$ cat src/rtl/spi_pkg.sv
// Shared types and constants for the SPI slave engine.
// Latency: n/a (declarations only).
// Backpressure: n/a.
package spi_pkg;

   // Top-level engine states
   typedef enum logic [1:0] {
      IDLE   = 2'd0,
      LOAD   = 2'd1,
      ACTIVE = 2'd2
   } state_e;

   // Metastability flops ahead of the history flop on every pin
   localparam int SYNC_STAGES = 2;

   // Only CPOL=0/CPHA=0 is implemented
   localparam int SPI_MODE = 0;

endpackage

$ cat src/rtl/spi_sync.sv
// Pin synchroniser with a history flop for single-cycle edge pulses.
// Latency: SYNC_STAGES clk to level, edge pulse one clk wide alongside it.
// Backpressure: none; free-running sampler.
module spi_sync
   import spi_pkg::*;
#(
   parameter logic RST_VAL = 1'b0
) (
   input  logic clk,
   input  logic rst_n,
   input  logic din,
   output logic level,
   output logic rise,
   output logic fall
);

   logic [SYNC_STAGES-1:0] sync_q;
   logic                   hist_q;

   // Shift the raw pin through the synchroniser, then remember the last settled value
   always_ff @(posedge clk or negedge rst_n) begin
      if (!rst_n) begin
         sync_q <= {SYNC_STAGES{RST_VAL}};
         hist_q <= RST_VAL;
      end else begin
         sync_q <= {sync_q[SYNC_STAGES-2:0], din};
         hist_q <= sync_q[SYNC_STAGES-1];
      end
   end

   assign level = sync_q[SYNC_STAGES-1];
   assign rise  = level & ~hist_q;
   assign fall  = ~level & hist_q;

endmodule

$ cat src/rtl/spi_slave_core.sv
// SPI mode-0 slave bit engine between the pins and the RX/TX word FIFOs.
// Latency: word pushed to RX one clk after the synchronised last SCLK rise.
// Backpressure: none toward the host; full RX drops the word, empty TX sends FILL.
module spi_slave_core
   import spi_pkg::*;
#(
   parameter int               WIDTH = 8,
   parameter logic [WIDTH-1:0] FILL  = 8'hFF
) (
   input  logic             clk,
   input  logic             rst_n,
   input  logic             sclk,
   input  logic             cs_n,
   input  logic             mosi,
   output logic             miso,
   output logic             miso_oe,
   output logic [WIDTH-1:0] rx_data,
   output logic             rx_wr_en,
   input  logic             rx_full,
   input  logic [WIDTH-1:0] tx_rd_data,
   output logic             tx_rd_en,
   input  logic             tx_empty,
   input  logic             err_clr,
   output logic             rx_overflow,
   output logic             tx_underrun
);

   localparam int             CW   = $clog2(WIDTH + 1);
   localparam logic [CW-1:0]  LAST = CW'(WIDTH - 1);

   // Synchronised pin views
   logic sclk_lvl, sclk_rise, sclk_fall;
   logic cs_lvl, cs_fall, cs_rise;
   logic mosi_lvl, mosi_rise, mosi_fall;

   spi_sync #(.RST_VAL(1'b0)) u_sync_sclk (
      .clk   (clk),
      .rst_n (rst_n),
      .din   (sclk),
      .level (sclk_lvl),
      .rise  (sclk_rise),
      .fall  (sclk_fall)
   );

   spi_sync #(.RST_VAL(1'b1)) u_sync_cs (
      .clk   (clk),
      .rst_n (rst_n),
      .din   (cs_n),
      .level (cs_lvl),
      .rise  (cs_rise),
      .fall  (cs_fall)
   );

   spi_sync #(.RST_VAL(1'b0)) u_sync_mosi (
      .clk   (clk),
      .rst_n (rst_n),
      .din   (mosi),
      .level (mosi_lvl),
      .rise  (mosi_rise),
      .fall  (mosi_fall)
   );

   // Only levels/edges that the engine consumes are used; the rest are sinks
   logic unused_sync;
   assign unused_sync = ^{sclk_lvl, mosi_rise, mosi_fall};

   state_e           state_q;
   logic [CW-1:0]    cnt_q;
   logic [WIDTH-1:0] rx_shift_q;
   logic [WIDTH-1:0] tx_shift_q;
   logic [WIDTH-1:0] tx_next_q;
   logic             pend_q;
   logic             req_q;     // high in the cycle tx_rd_en is on the bus
   logic             fetch_q;   // high in the cycle tx_rd_data is valid
   logic             fill_q;    // the outstanding fetch is FILL, not FIFO data
   logic             miso_q;
   logic             miso_oe_q;
   logic [WIDTH-1:0] rx_data_q;
   logic             rx_wr_en_q;
   logic             tx_rd_en_q;
   logic             rx_overflow_q;
   logic             tx_underrun_q;

   logic [WIDTH-1:0] rx_word_d;
   logic [WIDTH-1:0] tx_word_d;

   assign rx_word_d = {rx_shift_q[WIDTH-2:0], mosi_lvl};
   assign tx_word_d = fill_q ? FILL : tx_rd_data;

   // Engine FSM: pops/loads TX words, shifts both directions, raises strobes and sticky errors
   always_ff @(posedge clk or negedge rst_n) begin
      if (!rst_n) begin
         state_q       <= IDLE;
         cnt_q         <= '0;
         rx_shift_q    <= '0;
         tx_shift_q    <= '0;
         tx_next_q     <= '0;
         pend_q        <= 1'b0;
         req_q         <= 1'b0;
         fetch_q       <= 1'b0;
         fill_q        <= 1'b0;
         miso_q        <= 1'b0;
         miso_oe_q     <= 1'b0;
         rx_data_q     <= '0;
         rx_wr_en_q    <= 1'b0;
         tx_rd_en_q    <= 1'b0;
         rx_overflow_q <= 1'b0;
         tx_underrun_q <= 1'b0;
      end else begin
         rx_wr_en_q <= 1'b0;
         tx_rd_en_q <= 1'b0;
         req_q      <= 1'b0;
         fetch_q    <= 1'b0;

         // Clear first so that a set later in this cycle takes priority
         if (err_clr) begin
            rx_overflow_q <= 1'b0;
            tx_underrun_q <= 1'b0;
         end

         if (cs_rise) begin
            // Deselect drops any partial RX word and any prefetched TX word
            state_q   <= IDLE;
            miso_oe_q <= 1'b0;
            miso_q    <= 1'b0;
            cnt_q     <= '0;
            pend_q    <= 1'b0;
         end else begin
            case (state_q)
               IDLE: begin
                  miso_oe_q <= 1'b0;
                  if (req_q) begin
                     // Pop strobe is on the bus now; data arrives during LOAD
                     state_q <= LOAD;
                  end else if (cs_fall) begin
                     req_q  <= 1'b1;
                     fill_q <= tx_empty;
                     if (!tx_empty) tx_rd_en_q    <= 1'b1;
                     else           tx_underrun_q <= 1'b1;
                  end
               end

               LOAD: begin
                  tx_shift_q <= tx_word_d;
                  miso_q     <= tx_word_d[WIDTH-1];
                  miso_oe_q  <= 1'b1;
                  cnt_q      <= '0;
                  state_q    <= ACTIVE;
               end

               ACTIVE: begin
                  if (req_q) fetch_q <= 1'b1;

                  if (fetch_q) begin
                     tx_next_q <= tx_word_d;
                     pend_q    <= 1'b1;
                  end

                  if (sclk_rise && !cs_lvl) begin
                     rx_shift_q <= rx_word_d;
                     if (cnt_q == LAST) begin
                        cnt_q     <= '0;
                        rx_data_q <= rx_word_d;
                        if (!rx_full) rx_wr_en_q    <= 1'b1;
                        else          rx_overflow_q <= 1'b1;
                        // Prefetch the next TX word right away
                        req_q  <= 1'b1;
                        fill_q <= tx_empty;
                        if (!tx_empty) tx_rd_en_q    <= 1'b1;
                        else           tx_underrun_q <= 1'b1;
                     end else begin
                        cnt_q <= cnt_q + CW'(1);
                     end
                  end

                  if (sclk_fall && !cs_lvl) begin
                     if (pend_q) begin
                        tx_shift_q <= tx_next_q;
                        miso_q     <= tx_next_q[WIDTH-1];
                        pend_q     <= 1'b0;
                     end else begin
                        tx_shift_q <= {tx_shift_q[WIDTH-2:0], 1'b0};
                        miso_q     <= tx_shift_q[WIDTH-2];
                     end
                  end
               end

               default: state_q <= IDLE;
            endcase
         end
      end
   end

   assign miso        = miso_q;
   assign miso_oe     = miso_oe_q;
   assign rx_data     = rx_data_q;
   assign rx_wr_en    = rx_wr_en_q;
   assign tx_rd_en    = tx_rd_en_q;
   assign rx_overflow = rx_overflow_q;
   assign tx_underrun = tx_underrun_q;

endmodule

$ cat config.mk
export PLATFORM = sky130hd
export DESIGN_NAME = spi_slave_core
export DESIGN_NICKNAME = d
export VERILOG_FILES = /design/src/rtl/spi_pkg.sv /design/src/rtl/spi_sync.sv /design/src/rtl/spi_slave_core.sv
export SDC_FILE = /design/constraint.sdc
export NUM_CORES = 1
export LEC_CHECK = 0
export CAP_MARGIN = 20
export CORE_MARGIN = 2
export CORE_UTILIZATION = 33
export DETAILED_ROUTE_END_ITERATION = 10
export GPL_TIMING_DRIVEN = 0
export PLACE_DENSITY = 0.62
export SLEW_MARGIN = 20
export SYNTH_ARGS = -nofsm -noshare
export SYNTH_HDL_FRONTEND = slang
export SYNTH_SLANG_ARGS = --single-unit
$ cat constraint.sdc
create_clock -name clk -period 2.4 [get_ports clk]
set_clock_uncertainty 0.1 [all_clocks]
set_input_delay 0.48 -clock clk [delete_from_list [all_inputs] [get_ports clk]]
set_output_delay 0.48 -clock clk [all_outputs]
set_load 0.01 [all_outputs]
==> impl_metrics.csv, run 1 <==
group,metric,value,unit
power_and_ir_drop,power_frac_seq,0.537,
sta,setup_violations,0,
power_and_ir_drop,p_sw_frac,0.279,
logic_synthesis,synth_area_per_cell,11.1,um2
logic_synthesis,ys_ff_latch,54,
sta,period_share,0.876,
worst_setup_path,start_kind,"register",
logic_synthesis,synth.area.top_cells,"dfrtp_1 (58%), nand2_1 (4.6%), a21oi_1 (4.3%)",
detailed_routing,drc,0,
sta,fin_tns_setup,0,ps
clock_tree,cts_tree,"done",
sta,worstMarginPinSlew,670,ps
clock_tree,path_clk_slew,90,ps
worst_setup_path,required,2500,ps
min_path,hold_path.class,"input pin to asynchronous set/reset pin",
grt,grt_max_degree,55,
placement,post_dp_cell_area,2600,um2
cells_and_area,fin_area,2700,um2
run_status,outcome,"completed",
worst_setup_path,critical-path-slowest-cell,"or4b_4",
die,rows,29,
worst_setup_path,critPathMaxStageDelay,520,ps
placement,dp_slack,305,ps
clock_tree,ctsHoldBuffers,0,
worst_setup_path,path_max_fanout,10,
cells_and_area,layout.area.seq,1360,um2
logic_synthesis,synth.top_cell.area_share,0.576,
worst_setup_path,crit_type,"register to register",
die,coreArea,6420,um2
die,die_w,85.9,um
placement,io_buffers,29,
logic_synthesis,ys_seq_area_frac,0.612,
cells_and_area,final_common_cell,"dfrtp_1",
cells_and_area,mostFrequentLayoutCells,"dfrtp_1 (51), clkdlybuf4s50_1 (28), nand2_1 (27)",
die,ios,30,
logic_synthesis,synth_edf_count,0,
sta,setup_ws,298,ps
power_and_ir_drop,p_int,1.49,mW
power_and_ir_drop,clkPwrFrac,0.257,
cells_and_area,nFillCells,610,
placement,dpl.hpwl,2780,um
worst_setup_path,end_kind,"register",
cells_and_area,syn2layout_area_growth,21.8,%
placement,placedCellCount,305,
sta,fmax,0.476,GHz
power_and_ir_drop,pwr-share-comb,0.207,
cells_and_area,nets,252,
job,maxCapViolCount,0,
worst_setup_path,r2r-start,"state_q[0]",
power_and_ir_drop,worst_ir_drop_vdd,0.352,mV
logic_synthesis,syn-num-nets,216,
logic_synthesis,synth_warnings,0,
logic_synthesis,syn-cell-area,2210,um2
clock_tree,cts_htree_levels,2,
sta,grt_setup_unrepaired,"no",
die,die_h,85.9,um
worst_setup_path,critPathBufInv,1,
power_and_ir_drop,switchingPower,0.577,mW
worst_setup_path,crit_family,"simple AND/OR/NAND/NOR gates",
grt,grt_pass1_wl,7400,um
detailed_routing,drtIter0Drc,105,
logic_synthesis,ys_async_sr_fraction,1.00,
clock_tree,cts_buffers,5,
grt,grt_usage,0.126,
worst_setup_path,path_cells,"nand2b_1 -> buf_6 -> or4b_4 -> o211ai_2 -> mux2_2",
detailed_routing,ant_nets,0,
power_and_ir_drop,power_density,766,nW/um2
worst_setup_path,r2r_cells,5,
logic_synthesis,syn_inst,199,
clock_tree,cts_resized,0,
sta,slew_viol_final,0,
sta,hold_viol_final,0,
power_and_ir_drop,power.leakage,1.19,nW
cells_and_area,multi_input_area,803,um2
detailed_routing,totalWireLength,4190,um
die,start_util,0.345,
logic_synthesis,yosysTopAreaCell,"dfrtp_1",
clock_tree,cts.sinks,54,
cells_and_area,final_cells,313,
detailed_routing,drtPass1Iterations,4,
logic_synthesis,synthDistinctLibCells,32,
worst_setup_path,cp_data_arrival_time,2200,ps
placement,gp_congestion,0.730,
clock_tree,clk_latency,300,ps
cells_and_area,n_antenna_cell,0,
die,dieArea,7380,um2
clock_tree,cts_setup_buffers,0,
logic_synthesis,synthFlopType,"dfrtp_1",
grt,first_global_vias,1545,
worst_setup_path,reg2reg_to,"tx_shift_q[2]",
cells_and_area,drive_gt1_frac,0.106,
detailed_routing,vias,1523,
grt,overflow,0,
clock_tree,cts_root_buf,"clkbuf_8",
sta,slew_headroom,0.553,
worst_setup_path,r2r_setup_slack,300,ps
clock_tree,cts_buffer_depth,2,
power_and_ir_drop,power,2.07,mW
sta,hold_ws,107,ps
sta,layout_min_cycle_time,2100,ps
grt,antenna_found_initial,0,
detailed_routing,avgViaCountPerCell,4.87,
cells_and_area,finish.utilization,0.420,
detailed_routing,wl_per_cell,13.4,um
synthesized netlist by cell type, drive strengths merged, types with 2 or more instances:
| master | instances |
|---|---|
| dfrtp | 51 |
| mux2 | 15 |
| nor2 | 21 |
| nand3 | 7 |
| a21oi | 20 |
| o22ai | 2 |
| o21ai | 3 |
| a211oi | 8 |
| nor2b | 9 |
| buf | 2 |
| and3 | 4 |
| dfstp | 3 |
| and2 | 2 |
| nand2 | 27 |
| clkbuf | 6 |
| inv | 5 |
| nand2b | 2 |
worst max path at each step:
stage | from | depth (start not counted) | slack [ps] | to
floorplan | state_q[0] | 5 | 480 | tx_shift_q[0]
detailed placement | cnt_q[0] | 5 | 300 | rx_data[2]
global placement | rst_n | 1 | -930 | tx_next_q[6]
global route | cnt_q[0] | 5 | 160 | rx_data[6]
CTS | cnt_q[0] | 5 | 280 | rx_data[2]
finish | state_q[0] | 5 | 300 | tx_shift_q[2]
kinds of logic (layout without fill, tap and decap cells):
kind of cell / Yosys count / count (layout) / share of synthesized area
buf+inv: 13 / 50 / 0.0254
fa+ha+maj: 1 / 1 / 0.00565
simple gates: 78 / 78 / 0.172
compound gates: 37 / 37 / 0.104
mux: 16 / 16 / 0.0808
flops: 54 / 54 / 0.612
area by class of cell:
type | count | share of cell area
sequential | 54 | 0.502
multi-input combinational | 132 | 0.298
timing repair buffer | 29 | 0.107
tap | 77 | 0.0357
clock buffer | 6 | 0.0306
buffer | 8 | 0.0139
inverter | 5 | 0.00696
clock inverter | 2 | 0.00603
layer usage:
layer | global-route usage | vias to the layer above | part of all wire
met3 | 0.0269 | 5 | 0.024
met4 | 0.0577 | 0 | 0.020
li1 | - | 754 | -
met5 | 0 | - | 0
met1 | 0.171 | 746 | 0.49
met2 | 0.194 | 18 | 0.46
registers in the layout, summed over array words and instances, names as in the netlist, 4 cells and up:
register,flops
rx_data,8
tx_shift_q,7
cnt_q,4
rx_shift_q,7
tx_next_q,8
worst register-to-register path: cells and delay by family (launching register included):
kind	cells	cell delay, ps
AO/OA/AOI/OAI	1	230
flip-flops	1	440
AND/OR/NAND/NOR	2	690
multiplexers	1	400
buffers and inverters	1	150
power by group through the flow:
stage               clock network [mW]  logic (mW)  registers (mW)
floorplan                            0       0.299            1.11
CTS                              0.554       0.435            1.11
global route                     0.598       0.488            1.13
global placement                     0       0.425            1.12
detailed placement                   0       0.434            1.13
finish                           0.530       0.427            1.11
Power figures use the tool's default switching activity.
==> run 2: changes to the inputs <==
--- a/config.mk
+++ b/config.mk
@@ -5,7 +5,6 @@
 export SDC_FILE = /design/constraint.sdc
 export NUM_CORES = 1
 export LEC_CHECK = 0
-export CAP_MARGIN = 20
 export CORE_MARGIN = 2
 export CORE_UTILIZATION = 33
 export DETAILED_ROUTE_END_ITERATION = 10
==> results of run 2 <==
No change in the layout: final DEF, timing and power equal those of run 1.
==> run 3: changes to the inputs <==
--- a/config.mk
+++ b/config.mk
@@ -10,7 +10,6 @@
 export DETAILED_ROUTE_END_ITERATION = 10
 export GPL_TIMING_DRIVEN = 0
 export PLACE_DENSITY = 0.62
-export SLEW_MARGIN = 20
 export SYNTH_ARGS = -nofsm -noshare
 export SYNTH_HDL_FRONTEND = slang
 export SYNTH_SLANG_ARGS = --single-unit
==> constraint.sdc (replaced) <==
create_clock -name clk -period 2.4 [get_ports clk]
set_clock_uncertainty 0.1 [all_clocks]
set_input_delay 0.72 -clock clk [delete_from_list [all_inputs] [get_ports clk]]
set_output_delay 0.72 -clock clk [all_outputs]
set_load 0.01 [all_outputs]
==> run 3 against run 2 <==
  * Die area did not move
  * Sequential share of layout area is 0.32 points lower
  * Via count grew 0.20%
  * Sequential power about the same
  * Clock power rose by 0.9%
  * Cell count up 0.32%
  * Fmax decreased by 0.79%
  * Clock-buffer cell count did not move
  * Global-route usage grew 0.24 points
  * First-iteration DRC count fell by 2.9%
  * Worst hold slack gained 150 ps
  * Largest cell class unchanged
  * Highest routed layer unchanged
==> impl_metrics.csv, run 3 (same netlist as run 1, synthesis figures left out) <==
group,metric,value,unit
sta,layout_min_cycle_time,2120,ps
clock_tree,cts_tree,"done",
cells_and_area,n_antenna_cell,0,
die,die_w,85.9,um
die,coreArea,6420,um2
worst_setup_path,critical-path-slowest-cell,"dfstp_2",
detailed_routing,avgViaCountPerCell,4.86,
detailed_routing,drc,0,
worst_setup_path,cp_data_arrival_time,2250,ps
worst_setup_path,critPathBufInv,2,
clock_tree,cts_buffers,5,
placement,gp_congestion,0.730,
sta,hold_viol_final,0,
clock_tree,cts_resized,0,
worst_setup_path,required,2530,ps
min_path,hold_depth,0,
sta,slew_viol_final,0,
die,dieArea,7380,um2
clock_tree,cts_htree_levels,2,
cells_and_area,nets,253,
power_and_ir_drop,power_density,765,nW/um2
worst_setup_path,path_cells,"nand2b_1 -> and3_1 -> clkbuf_1 -> clkbuf_1 -> nor2_1 -> a21oi_1",
grt,first_global_vias,1579,
power_and_ir_drop,worst_ir_drop_vdd,0.420,mV
placement,io_buffers,29,
clock_tree,path_clk_slew,100,ps
detailed_routing,totalWireLength,4260,um
cells_and_area,finish.utilization,0.423,
cells_and_area,drive_gt1_frac,0.110,
sta,period_share,0.883,
min_path,hold_path.class,"register to register",
worst_setup_path,r2r_cells,6,
sta,setup_violations,0,
grt,antenna_found_initial,0,
sta,grt_setup_unrepaired,"no",
grt,grt_pass1_wl,7560,um
cells_and_area,mostFrequentLayoutCells,"dfrtp_1 (51), clkdlybuf4s50_1 (28), nand2_1 (27)",
clock_tree,cts.sinks,54,
cells_and_area,nFillCells,593,
sta,fmax,0.472,GHz
worst_setup_path,cp_common_cell,"clkbuf_1",
worst_setup_path,crit_type,"register to register",
sta,worstMarginPinSlew,631,ps
run_status,outcome,"completed",
worst_setup_path,cp.depth,6,
detailed_routing,wl_per_cell,13.6,um
placement,dpl.hpwl,2910,um
worst_setup_path,start_kind,"register",
grt,grt_usage,0.129,
worst_setup_path,crit_family,"buffers and inverters",
sta,slew_headroom,0.580,
detailed_routing,vias,1526,
job,maxCapViolCount,0,
cells_and_area,syn2layout_area_growth,22.6,%
detailed_routing,ant_nets,0,
die,die_h,85.9,um
die,ios,30,
cells_and_area,final_common_cell,"dfrtp_1",
sta,hold_ws,260,ps
detailed_routing,drtPass1Iterations,4,
power_and_ir_drop,power.leakage,1.20,nW
die,start_util,0.345,
die,rows,29,
worst_setup_path,path_max_fanout,10,
grt,grt_max_degree,29,
clock_tree,ctsHoldBuffers,0,
grt,overflow,0,
clock_tree,clk_latency,300,ps
detailed_routing,drtIter0Drc,102,
worst_setup_path,end_kind,"register",
clock_tree,cts_root_buf,"clkbuf_8",
clock_tree,cts_buffer_depth,2,
clock_tree,cts_setup_buffers,0,
worst_setup_path,critPathMaxStageDelay,570,ps
[run 3: cell types whose count changed in the layout (fill, tap and decap cells not counted), sizes merged]
cell and change:
buf +1
[run 3: per-layer routing]
| layer | GRT usage | up-vias | wire length (um) |
|---|---|---|---|
| met2 | 0.202 | 22 | 1950 |
| met4 | 0.0519 | 0 | 77 |
| met1 | 0.173 | 743 | 2100 |
| met5 | 0 | - | 0 |
| li1 | - | 755 | - |
| met3 | 0.0289 | 6 | 128 |
[run 3: path summary, 6_finish.rpt]
| check | endpoint | start | slack, ps |
|---|---|---|---|
| max | tx_next_q[7] | u_sync_cs.hist_q | 280 |
| min | u_sync_mosi.sync_q[1] | u_sync_mosi.sync_q[0] | 260 |
| max reg2reg | tx_next_q[7] | u_sync_cs.hist_q | 280 |
| min reg2reg | u_sync_mosi.sync_q[1] | u_sync_mosi.sync_q[0] | 260 |
| max in group asynchronous | tx_shift_q[0] | rst_n | 1310 |
| min in group asynchronous | rx_overflow | rst_n | 320 |
[run 3: worst reg2reg max path, stage by stage (launching register included)]
cell and delay, ps:
dfstp_2 570, nand2b_1 240, and3_1 180, clkbuf_1 300, clkbuf_1 430, nor2_1 90, a21oi_1 150
[run 3: area by class of cell]
type                       instances  area, um2  share of cell area
tap                               77       96.3              0.0355
inverter                           5       18.8             0.00691
timing repair buffer              30        305               0.112
buffer                             8       37.5              0.0138
multi-input combinational        132        803               0.296
clock inverter                     2       16.3             0.00599
sequential                        54       1360               0.499
clock buffer                       6       82.6              0.0304
[run 3: per-stage QoR]
step           instances  TNS [ps]  instance area [um2]  total power [mW]  setup slack (ps)
2_1_floorplan        199         0                 2210              1.41               480
3_3_place_gp         305    -61150                 2600              1.55             -1170
3_5_place_dp         306         0                 2620              1.57               310
4_1_cts              314         0                 2720              2.10               292
5_1_grt              314         0                 2720              2.22               149
6_report             314         0                 2720              2.08               281
[run 3: report_power, final]
part	switching, mW	leakage [nW]	internal [mW]
sequential	0.0733	0.665	1.04
combinational	0.214	0.487	0.218
clock	0.297	0.0478	0.238
